==> src/rtl/pet_stats_engine.sv <==
// pet_stats_engine: virtual-pet stat channels with periodic decay, a command port and an AWAKE/SLEEP/DEAD FSM.
// Optional feature macro STATS_RANDOM_DECAY_EN: an LFSR picks a per-channel awake decay of 1 or 2.
module pet_stats_engine #(
    parameter int          NUM_STATS  = 5,
    parameter int          STAT_W     = 5,
    parameter logic [23:0] MAX_COUNT  = 24'd10_000_000,
    parameter int          LOW_THRESH = 4,
    parameter int          DEAD_TICKS = 8
) (
    input  logic                        clk,
    input  logic                        rst_n,
    input  logic                        cmd_valid,
    output logic                        cmd_ready,
    input  logic [1:0]                  cmd_op,
    input  logic [2:0]                  cmd_sel,
    input  logic [STAT_W-1:0]           cmd_amt,
    output logic [NUM_STATS*STAT_W-1:0] stats_flat,
    output logic                        tick,
    output logic                        is_sleeping,
    output logic                        alarm,
    output logic                        dead,
    output logic                        cmd_err
);

    localparam logic [1:0] ST_AWAKE = 2'd0;
    localparam logic [1:0] ST_SLEEP = 2'd1;
    localparam logic [1:0] ST_DEAD  = 2'd2;

    localparam logic [1:0] OP_ADD   = 2'b00;
    localparam logic [1:0] OP_SUB   = 2'b01;
    localparam logic [1:0] OP_SET   = 2'b10;
    localparam logic [1:0] OP_SLEEP = 2'b11;

    localparam int                HZ_W       = $clog2(DEAD_TICKS + 1);
    localparam int                ENERGY_LSB = (NUM_STATS - 1) * STAT_W;
    localparam logic [STAT_W-1:0] STAT_MAX   = '1;
    localparam logic [STAT_W-1:0] STAT_INIT  = {1'b1, {(STAT_W-1){1'b0}}};
    localparam logic [HZ_W-1:0]   HZ_LIMIT   = HZ_W'(DEAD_TICKS);

    logic [23:0]                  r_cnt;
    logic [1:0]                   r_state;
    logic [1:0]                   w_state_next;
    logic [NUM_STATS*STAT_W-1:0]  r_stats;
    logic [NUM_STATS*STAT_W-1:0]  w_stats_next;
    logic [HZ_W-1:0]              r_hz;
    logic [HZ_W-1:0]              w_hz_next;
    logic                         r_alarm;
    logic                         r_cmd_err;
    logic                         w_tick;
    logic                         w_accept;
    logic                         w_toggle;
    logic                         w_sel_bad;
    logic                         w_write;
    logic [NUM_STATS-1:0]         w_low;
    logic [STAT_W-1:0]            w_energy_next;
    logic [STAT_W-1:0]            w_hunger_next;

    // Saturating helpers widen by one bit so the carry/borrow is visible.
    function automatic logic [STAT_W-1:0] sat_add(input logic [STAT_W-1:0] a,
                                                  input logic [STAT_W-1:0] b);
        logic [STAT_W:0] sum;
        sum = {1'b0, a} + {1'b0, b};
        return sum[STAT_W] ? STAT_MAX : sum[STAT_W-1:0];
    endfunction

    function automatic logic [STAT_W-1:0] sat_sub(input logic [STAT_W-1:0] a,
                                                  input logic [STAT_W-1:0] b);
        logic [STAT_W:0] diff;
        diff = {1'b0, a} - {1'b0, b};
        return diff[STAT_W] ? '0 : diff[STAT_W-1:0];
    endfunction

    assign w_tick    = (r_cnt == MAX_COUNT - 24'd1);
    assign cmd_ready = (r_state != ST_DEAD);
    assign w_accept  = cmd_valid && cmd_ready;
    assign w_toggle  = w_accept && (cmd_op == OP_SLEEP);
    assign w_sel_bad = ({1'b0, cmd_sel} >= 4'(NUM_STATS));
    assign w_write   = w_accept && (cmd_op != OP_SLEEP) && !w_sel_bad;

    always_ff @(posedge clk or negedge rst_n) begin
        if (!rst_n) begin
            r_cnt <= '0;
        end else if (w_tick) begin
            r_cnt <= '0;
        end else begin
            r_cnt <= r_cnt + 24'd1;
        end
    end

`ifdef STATS_RANDOM_DECAY_EN
    logic [7:0] r_lfsr;

    always_ff @(posedge clk or negedge rst_n) begin
        if (!rst_n) begin
            r_lfsr <= 8'hA5;
        end else begin
            r_lfsr <= {r_lfsr[6:0], r_lfsr[7] ^ r_lfsr[5] ^ r_lfsr[4] ^ r_lfsr[3]};
        end
    end
`endif

    // Per channel: tick update first, then any command on the ticked value.
    for (genvar gi = 0; gi < NUM_STATS; gi++) begin : g_chan
        logic [STAT_W-1:0] w_cur;
        logic [STAT_W-1:0] w_dec;
        logic [STAT_W-1:0] w_ticked;
        logic [STAT_W-1:0] w_next;

        assign w_cur = r_stats[gi*STAT_W +: STAT_W];
`ifdef STATS_RANDOM_DECAY_EN
        assign w_dec = r_lfsr[gi] ? STAT_W'(2) : STAT_W'(1);
`else
        assign w_dec = STAT_W'(1);
`endif

        always_comb begin
            w_ticked = w_cur;
            if (w_tick && (r_state == ST_AWAKE)) begin
                w_ticked = sat_sub(w_cur, w_dec);
            end else if (w_tick && (r_state == ST_SLEEP) && (gi == NUM_STATS - 1)) begin
                w_ticked = sat_add(w_cur, STAT_W'(2));
            end
        end

        always_comb begin
            w_next = w_ticked;
            if (w_write && (cmd_sel == 3'(gi))) begin
                case (cmd_op)
                    OP_ADD:  w_next = sat_add(w_ticked, cmd_amt);
                    OP_SUB:  w_next = sat_sub(w_ticked, cmd_amt);
                    OP_SET:  w_next = cmd_amt;
                    default: w_next = w_ticked;
                endcase
            end
        end

        assign w_stats_next[gi*STAT_W +: STAT_W] = w_next;
        assign w_low[gi] = (w_cur < STAT_W'(LOW_THRESH));
    end

    assign w_energy_next = w_stats_next[ENERGY_LSB +: STAT_W];
    assign w_hunger_next = w_stats_next[STAT_W-1:0];

    always_comb begin
        w_hz_next = r_hz;
        if (r_state != ST_DEAD) begin
            if (w_hunger_next != '0) begin
                w_hz_next = '0;
            end else if (w_tick && (r_hz != HZ_LIMIT)) begin
                w_hz_next = r_hz + HZ_W'(1);
            end
        end
    end

    // Starvation overrides every other transition.
    always_comb begin
        w_state_next = r_state;
        case (r_state)
            ST_AWAKE: begin
                if (w_hz_next == HZ_LIMIT) begin
                    w_state_next = ST_DEAD;
                end else if (w_toggle || (w_tick && (w_energy_next == '0))) begin
                    w_state_next = ST_SLEEP;
                end
            end
            ST_SLEEP: begin
                if (w_hz_next == HZ_LIMIT) begin
                    w_state_next = ST_DEAD;
                end else if (w_toggle || (w_tick && (w_energy_next == STAT_MAX))) begin
                    w_state_next = ST_AWAKE;
                end
            end
            ST_DEAD:  w_state_next = ST_DEAD;
            default:  w_state_next = ST_AWAKE;
        endcase
    end

    always_ff @(posedge clk or negedge rst_n) begin
        if (!rst_n) begin
            r_state   <= ST_AWAKE;
            r_stats   <= {NUM_STATS{STAT_INIT}};
            r_hz      <= '0;
            r_alarm   <= 1'b0;
            r_cmd_err <= 1'b0;
        end else begin
            r_state   <= w_state_next;
            r_stats   <= w_stats_next;
            r_hz      <= w_hz_next;
            r_alarm   <= |w_low;
            r_cmd_err <= w_accept && (cmd_op != OP_SLEEP) && w_sel_bad;
        end
    end

    assign stats_flat  = r_stats;
    assign tick        = w_tick;
    assign is_sleeping = (r_state == ST_SLEEP);
    assign dead        = (r_state == ST_DEAD);
    assign alarm       = r_alarm;
    assign cmd_err     = r_cmd_err;

endmodule
==> config.mk <==
export PLATFORM = sky130hd
export DESIGN_NAME = pet_stats_engine
export DESIGN_NICKNAME = d
export VERILOG_FILES = /design/src/rtl/pet_stats_engine.sv
export SDC_FILE = /design/constraint.sdc
export NUM_CORES = 1
export LEC_CHECK = 0
export ABC_AREA = 1
export ABC_CLOCK_PERIOD_IN_PS = 2900
export BUFFER_PORTS_ARGS = -buffer_cell sky130_fd_sc_hd__buf_2
export CORE_ASPECT_RATIO = 0.8
export CORE_MARGIN = 2
export CORE_UTILIZATION = 57
export CTS_CLUSTER_DIAMETER = 30
export DETAILED_ROUTE_END_ITERATION = 16
export PLACE_DENSITY = 0.85
export SYNTH_ARGS = -nofsm -noshare
export SYNTH_HDL_FRONTEND = slang
export SYNTH_SLANG_ARGS = --single-unit
==> constraint.sdc <==
create_clock -name clk -period 2.9 [get_ports clk]
set_clock_uncertainty 0.05 [all_clocks]
set_input_delay 0.435 -clock clk [delete_from_list [all_inputs] [get_ports clk]]
set_output_delay 0.435 -clock clk [all_outputs]
set_load 0.005 [all_outputs]
==> run summary, run 1 <==
Synth top area share = 0.206
Post-DP Area = 8110 µm²
Crit. endpoint post-GRT repair = r_state[0]$_DFFE_PN0P_/D
Port Buffers = 43
I/O pin total = 44
Clk sinks = 57
Die Y = 98.2 µm
Simple-gate portion of the synthesized area = 0.343
H-tree depth = 3
Status = stopped before the end
CTS Buffer Depth = 2
Netlist Area Pre-Place = 6330 µm²
Cell count after synthesis = 932
Worst EP kind = sequential cell input
Dpl cells = 1296
Synthesized Nets = 1015
Err = [ERROR GRT-0232] Routing congestion too high. Check the congestion heatmap in the GUI.
Gr ovfl total = 14
Die width = 122 µm
Post-synthesis compound-gate area fraction = 0.123
Mux cell area share after synthesis = 0
Mapped Avg Cell Area = 6.79 µm²
Last stage = global routing
# rows = 34
Ys Warns = 0
FF+latch count, synth = 57
Ranking of synthesized cells by area = dfrtp_1 21%, ha_1 12%, nand2_1 11%
CTS Buf Count = 9
Clk root buf = clkbuf_16
DP Wirelength = 15800 µm
Routability Congestion = 0.980
Largest family of logic cells by synthesized area = simple AND/OR/NAND/NOR gates
Post-synthesis sequential area ratio = 0.226
Starting density of the core = 0.583
Largest net degree at the start of global routing = 28
Cell taking the most area after synthesis = dfrtp_1
Post-Synth Adder-Cell Area = 0.150
XOR/XNOR share of the synthesized area = 0.0346
Distinct cells, synth = 52
Gr usage total = 0.753
==> repair_timing <==
item | in CTS
pin swaps | 19
hold buffers | 1
setup buffers | 24
endpoints found under the setup margin | 30
endpoints found under the hold margin | 6
resized for setup | 55
==> routing by layer <==
metal | overflow | track usage
met4 | 4 | 0.728
met1 | 0 | 0.768
met2 | 10 | 0.898
met5 | 0 | 0.288
met3 | 0 | 0.616
==> kinds of logic after synthesis <==
logic type / after synthesis
and+or+nand+nor: 455
DFF: 57
AOI/OAI and AO/OA: 126
xor gates and xnor gates: 25
buffers and inverters: 199
adders and majority gates: 70
==> cells in the mapped netlist (all sizes together) <==
library cell,instances
nand3,69
or2,7
nand2,205
a21boi,1
o2111ai,3
nor4,8
o221a,2
fa,10
buf,6
o21a,1
clkinv,3
xnor2,7
nor2,116
xor2,18
a211oi,2
o31ai,10
dfrtp,52
o21ai,39
a21oi,45
and3,1
o21bai,5
nand3b,1
nor3,20
o211ai,5
o22ai,4
a31oi,5
o32ai,3
nand4,28
inv,187
ha,60
clkbuf,3
a22oi,1
dfstp,5
==> stage by stage <==
stage          utilization  hold WS, ns  setup slack (ns)
3_3_place_gp         0.747        0.342            -0.435
3_5_place_dp         0.747        0.343            -0.564
4_1_cts              0.814        0.355            -0.475
2_1_floorplan            -       0.0894            -0.205
==> run 2: changes to the inputs <==
Settings changed: ABC_CLOCK_PERIOD_IN_PS 2900 to 3800, CORE_ASPECT_RATIO 0.8 to not set, CORE_UTILIZATION 57 to 40, CTS_CLUSTER_DIAMETER 30 to not set, PLACE_DENSITY 0.85 to not set, PLACE_DENSITY_LB_ADDON set to 0.15.
Clock period 2.9 ns to 3.8 ns, I/O delays scaled along.
==> run summary, run 2 <==
Status = completed
Vias per inst = 5.05
# rows = 45 (+32%)
Port Buffers = 43 (unchanged)
Most frequent cells in the layout = 186 x nand2_1, 176 x inv_1, 97 x nor2_1
CTS Buffer Depth = 2 (unchanged)
Antenna Nets Post-Route = 0
Number of enable flip-flop cells after synthesis = 0 (unchanged)
Clk sinks = 57 (unchanged)
Drt total wl = 18300 µm
CP startpoint kind = flop
1st-iter DRT viols = 493
Largest register FFs = 25
Worst-path cell chain = ha_2, nand3_4, nor2_4, inv_2, nor2_4, nand4_1, buf_4, inv_4, nand2_1, xor2_1, a31oi_2, ha_1, buf_4, o31ai_1, xor2_1, a21oi_1, o32ai_1, inv_1
Least-Margin Pin Slew = 1.09 ns
DR DRC count = 0
Starting density of the core = 0.413 (-0.170)
Synthesized Nets = 1015 (unchanged)
Most frequent cell after synthesis = nand2_1
Post-DP Area = 6960 µm² (-14%)
Hold Buf Count CTS = 0 (-1)
CTS tree = yes
Synth top area share = 0.206 (unchanged)
Minimum clock period = 3.51 ns
Ys Warns = 0 (unchanged)
CP arrival = 3.68 ns
Leading cell type in the layout, fill and taps excluded = nand2_1
Fin area = 7440 µm²
Antenna violations before repair = 0
Distinct cells, synth = 52 (unchanged)
DP Wirelength = 14200 µm (-10%)
Asr flop ratio synth = 1.00 (unchanged)
Netlist Area Pre-Place = 6330 µm² (unchanged)
Worst Hold Class = input port to async pin
Final setup margin = 0.286 ns
Skew-Pair Late Insertion Delay = 0.34 ns
Max-cap violations = 0
First-pass GRT wire length = 30200 µm
Vias in the first global route = 5946
Hold Fails Final Rpt = 0
Clk root buf = clkbuf_16
Share of cells above drive strength 1 = 0.190
Critical path required time = 3.96 ns
H-tree depth = 3 (unchanged)
Ys flop type = dfrtp_1
CTS clk-pin slew, worst paths = 0.05 ns
CP max stage cell = o31ai_1
Final setup fails = 0
Dpl ws = -0.0324 ns (+0.532 ns)
I/O pin total = 44 (unchanged)
Cell count after synthesis = 932 (unchanged)
Routed wire per std cell = 14.9 µm
Slew Limit Fails = 0
Final Cycle Share = 0.925
Gr ovfl total = 0
Crit Path Max Fanout = 8
Cell taking the most area after synthesis = dfrtp_1
Routability Congestion = 0.970 (-1.0%)
Max-slew headroom = 0.269
Fin nets = 1095
Ranking of synthesized cells by area = dfrtp_1 21%, ha_1 12%, nand2_1 11%
Fmax = 285 MHz
PD cells = 247 nW/µm²
Drt first pass iters = 5
Die width = 130 µm (+6.6%)
Mapped Avg Cell Area = 6.79 µm² (unchanged)
Post-synthesis sequential area ratio = 0.226 (unchanged)
Largest net degree at the start of global routing = 40
Crit end category = flop
Crit-path max cell delay = 0.40 ns
Area grow syn2layout = 17.6%
Die Y = 130 µm (+32%)
Core footprint = 15300 µm²
CP Class = flop to flop
Diode count = 0
Leak = 3.92 nW
Worst vdd ir = 0.208 mV
Via Count = 6204
CTS Buf Count = 9 (unchanged)
Top cells by count, synth = 187 x nand2_1, 176 x inv_1, 99 x nor2_1
Die footprint = 16800 µm²
FF+latch count, synth = 57 (unchanged)
Gr usage total = 0.229
-- run 2: cell counts after synthesis --
No cell type changed its count.
-- run 2: area by class of cell --
class,instances,area (µm²)
sequential,57,1430
multi-input combinational,677,4230
inverter,190,716
clock inverter,5,78.8
clock buffer,11,243
fill,1612,7870
timing repair buffer,77,483
tap,211,264
-- run 2: power by group --
group,internal (mW),switching [mW]
sequential,0.614,0.00711
clock,0.591,0.306
combinational,0.110,0.211
total,1.32,0.525
-- run 2: per-layer routing --
metal	track usage	part of all wire
met1	0.331	0.49
met2	0.354	0.44
met3	0.0426	0.053
met4	0.0563	0.012
met5	0	0
-- run 2: final timing paths --
check | slack (ns) | to | startpoint | cells after the start
worst max register to register | 0.29 | stats_flat[13]$_DFF_PN0_ | r_cnt[0]$_DFF_PN0_ | 18
worst min-delay path | 0.34 | stats_flat[13]$_DFF_PN0_ | rst_n | 1
min in group clk | 0.47 | r_state[1]$_DFFE_PN0P_ | r_state[1]$_DFFE_PN0P_ | 1
worst min register to register | 0.47 | r_state[1]$_DFFE_PN0P_ | r_state[1]$_DFFE_PN0P_ | 1
max in group asynchronous | 2.54 | stats_flat[24]$_DFF_PN1_ | rst_n | 2
worst max-delay path | 0.29 | stats_flat[13]$_DFF_PN0_ | r_cnt[0]$_DFF_PN0_ | 18
-- run 2: timing repair --
action	CTS	global route
setup endpoints to repair	2	16
cloned	0	1
setup buffers	2	5
pin swaps	1	6
gates resized for setup	1	26
-- run 2: through the flow --
step | power, mW | instances | utilization | TNS, ns | hold WS (ns)
floorplan | 0.834 | 932 | - | 0 | 0.224
global placement | 0.937 | 1204 | 0.454 | 0 | 0.453
detailed placement | 0.937 | 1204 | 0.454 | -0.0572 | 0.458
CTS | 1.84 | 1222 | 0.476 | 0 | 0.389
global route | 1.93 | 1228 | 0.486 | -0.0238 | 0.426
finish | 1.84 | 1228 | 0.486 | 0 | 0.344
-- run 2: critical path, delay by kind of cell, from the launching register on --
kind	cells	cell delay, ns
adders and majority gates	2	0.51
and+or+nand+nor	5	0.53
AOI/OAI and AO/OA	4	1.02
xor gates and xnor gates	2	0.34
buffers and inverters	5	0.55
DFF	1	0.36
-- run 2: cell families (layout without fill, tap and decap cells) --
| group | count (synthesis) | in the layout | share of synthesized area |
|---|---|---|---|
| and+or+nand+nor | 455 | 456 | 0.343 |
| buffers and inverters | 199 | 283 | 0.123 |
| AOI/OAI and AO/OA | 126 | 126 | 0.123 |
| adders and majority gates | 70 | 70 | 0.150 |
| DFF | 57 | 57 | 0.226 |
| xor gates and xnor gates | 25 | 25 | 0.0346 |
No activity file was read; power rests on OpenSTA's default activity.
==> run 3: changes to the inputs <==
Settings changed: RECOVER_POWER set to 25.
==> run summary, run 3 (same netlist as run 2, synthesis figures left out) <==
Status = complete, but fails checks
Failing checks = max-capacitance violations, max-slew violations
Vias per inst = 5.06 (about the same)
Crit Path Max Fanout = 8 (unchanged)
Crit path depth = 18 (unchanged)
CP arrival = 3.67 ns (about the same)
Routability Congestion = 0.970 (unchanged)
Area grow syn2layout = 17.6% (about the same)
Drt total wl = 18300 µm (about the same)
Antenna violations before repair = 0 (unchanged)
Setup crit end = stats_flat[13]$_DFF_PN0_
Minimum clock period = 3.51 ns (-0.00238 ns)
Hold Fails Final Rpt = 0 (unchanged)
Fmax = 285 MHz (about the same)
Starting density of the core = 0.413 (unchanged)
R2r setup slk = 0.29 ns (about the same)
Port Buffers = 43 (unchanged)
CP Class = flop to flop
Post-DP Area = 6960 µm² (unchanged)
First-pass GRT wire length = 30200 µm (unchanged)
Drt first pass iters = 6 (+1)
Vias in the first global route = 5946 (unchanged)
Die width = 130 µm (unchanged)
Largest register FFs = 25 (unchanged)
Antenna Nets Post-Route = 0 (unchanged)
CP startpoint kind = flop
1st-iter DRT viols = 493 (unchanged)
Final setup fails = 0 (unchanged)
Diode count = 0 (unchanged)
DR DRC count = 0 (unchanged)
CTS tree = yes
WP buf/inv = 5 (unchanged)
Worst R2R Path Depth = 18 (unchanged)
Least-Margin Pin Slew = 2.32 ns (+1.23 ns)
Fin area = 7440 µm² (about the same)
H-tree depth = 3 (unchanged)
Clk root buf = clkbuf_16
Gr usage total = 0.229 (unchanged)
CTS clk-pin slew, worst paths = 0.05 ns (about the same)
Max-slew headroom = -0.546 (-0.815)
Critical R2R Launch = r_cnt[0]$_DFF_PN0_
Skew-Pair Late Insertion Delay = 0.34 ns (about the same)
I/O pin total = 44 (unchanged)
Most frequent cells in the layout = 186 x nand2_1, 176 x inv_1, 97 x nor2_1
Worst Hold Class = flop to flop
Worst vdd ir = 0.208 mV (about the same)
Number of non-filler instances in the completed layout = 1228 (unchanged)
Critical R2R Capture = stats_flat[13]$_DFF_PN0_
Final Cycle Share = 0.924 (about the same)
Gr ovfl total = 0 (unchanged)
Critical path required time = 3.96 ns (about the same)
Core footprint = 15300 µm² (unchanged)
Crit-path max cell delay = 0.40 ns (about the same)
Via Count = 6208 (+0.064%)
Largest net degree at the start of global routing = 40 (unchanged)
Fin nets = 1095 (unchanged)
Die footprint = 16800 µm² (unchanged)
Share of cells above drive strength 1 = 0.189 (-0.000983)
CP max stage cell = o31ai_1
Crit end category = flop
Slew Limit Fails = 40 (+40)
Leak = 3.92 nW (about the same)
Crit path launch = r_cnt[0]$_DFF_PN0_
Clk sinks = 57 (unchanged)
Max-cap violations = 1 (+1)
# rows = 45 (unchanged)
CTS Buffer Depth = 2 (unchanged)
Die Y = 130 µm (unchanged)
DP Wirelength = 14200 µm (unchanged)
Worst-path cell chain = ha_2, nand3_4, nor2_4, inv_2, nor2_4, nand4_1, buf_4, inv_4, nand2_1, xor2_1, a31oi_2, ha_1, buf_4, o31ai_1, xor2_1, a21oi_1, o32ai_1, inv_1
CP top delay family = compound AO/OA/AOI/OAI gates
Dpl cells = 1204 (unchanged)
Routed wire per std cell = 14.9 µm (about the same)
Leading cell type in the layout, fill and taps excluded = nand2_1
PD cells = 247 nW/µm² (about the same)
CTS Buf Count = 9 (unchanged)
-- run 3: changes by cell type in the layout (fill, tap and decap cells not counted) --
cell,previous run,this run
buf_2,43,42
clkbuf_1,1,2
-- run 3: through the flow --
step           TNS, ns  setup WS (ns)  hold slack (ns)   util  power [mW]
2_1_floorplan        0          0.639            0.224      -       0.834
3_3_place_gp         0         0.0664            0.453  0.454       0.937
3_5_place_dp   -0.0572        -0.0324            0.458  0.454       0.937
4_1_cts              0         0.0692            0.389  0.476        1.84
5_1_grt        -0.0238        -0.0238            0.495  0.486        1.93
6_report             0          0.288            0.474  0.486        1.84
-- run 3: worst reg2reg max path: cells and delay by family, from the launching register on --
kind / cells / cell delay, ns
AO/OA/AOI/OAI: 4 / 1.02
buffers and inverters: 5 / 0.56
AND/OR/NAND/NOR: 5 / 0.53
adder cells (fa/ha/maj): 2 / 0.51
flip-flops: 1 / 0.36
XOR/XNOR: 2 / 0.34
-- run 3: layer usage --
layer | GRT usage | wire, µm | part of all wire
met4 | 0.0563 | 217 | 0.012
met3 | 0.0426 | 996 | 0.055
met2 | 0.354 | 8090 | 0.44
met5 | 0 | 0 | 0
met1 | 0.331 | 8950 | 0.49
-- run 3: power breakdown --
part | total, mW | switching [mW] | internal [mW]
sequential | 0.621 | 0.00711 | 0.614
combinational | 0.321 | 0.211 | 0.110
clock | 0.897 | 0.306 | 0.591
-- run 3: worst min path at each step --
stage                            from                        to  cells after the start
3_5_place_dp       r_cnt[2]$_DFF_PN0_        r_cnt[2]$_DFF_PN0_                      1
2_1_floorplan                   rst_n           alarm$_DFF_PN0_                      0
3_3_place_gp      r_cnt[14]$_DFF_PN0_       r_cnt[14]$_DFF_PN0_                      2
4_1_cts                         rst_n  stats_flat[18]$_DFF_PN0_                      1
5_1_grt        r_state[1]$_DFFE_PN0P_    r_state[1]$_DFFE_PN0P_                      1
6_report       r_state[1]$_DFFE_PN0P_    r_state[1]$_DFFE_PN0P_                      1
-- run 3: what timing repair did --
action | in CTS | in global routing
hold buffers | 0 | 0
endpoints found under the hold margin | 0 | 0
endpoints found under the setup margin | 2 | 16
resized for setup | 1 | 26
setup buffers | 2 | 5
cloned | 0 | 1
pin swaps | 1 | 6
-- run 3: cell type report --
cell class / count / area, µm²
fill: 1612 / 7870
multi-input combinational: 677 / 4230
sequential: 57 / 1430
inverter: 190 / 716
timing repair buffer: 77 / 482
tap: 211 / 264
clock buffer: 11 / 243
clock inverter: 5 / 78.8
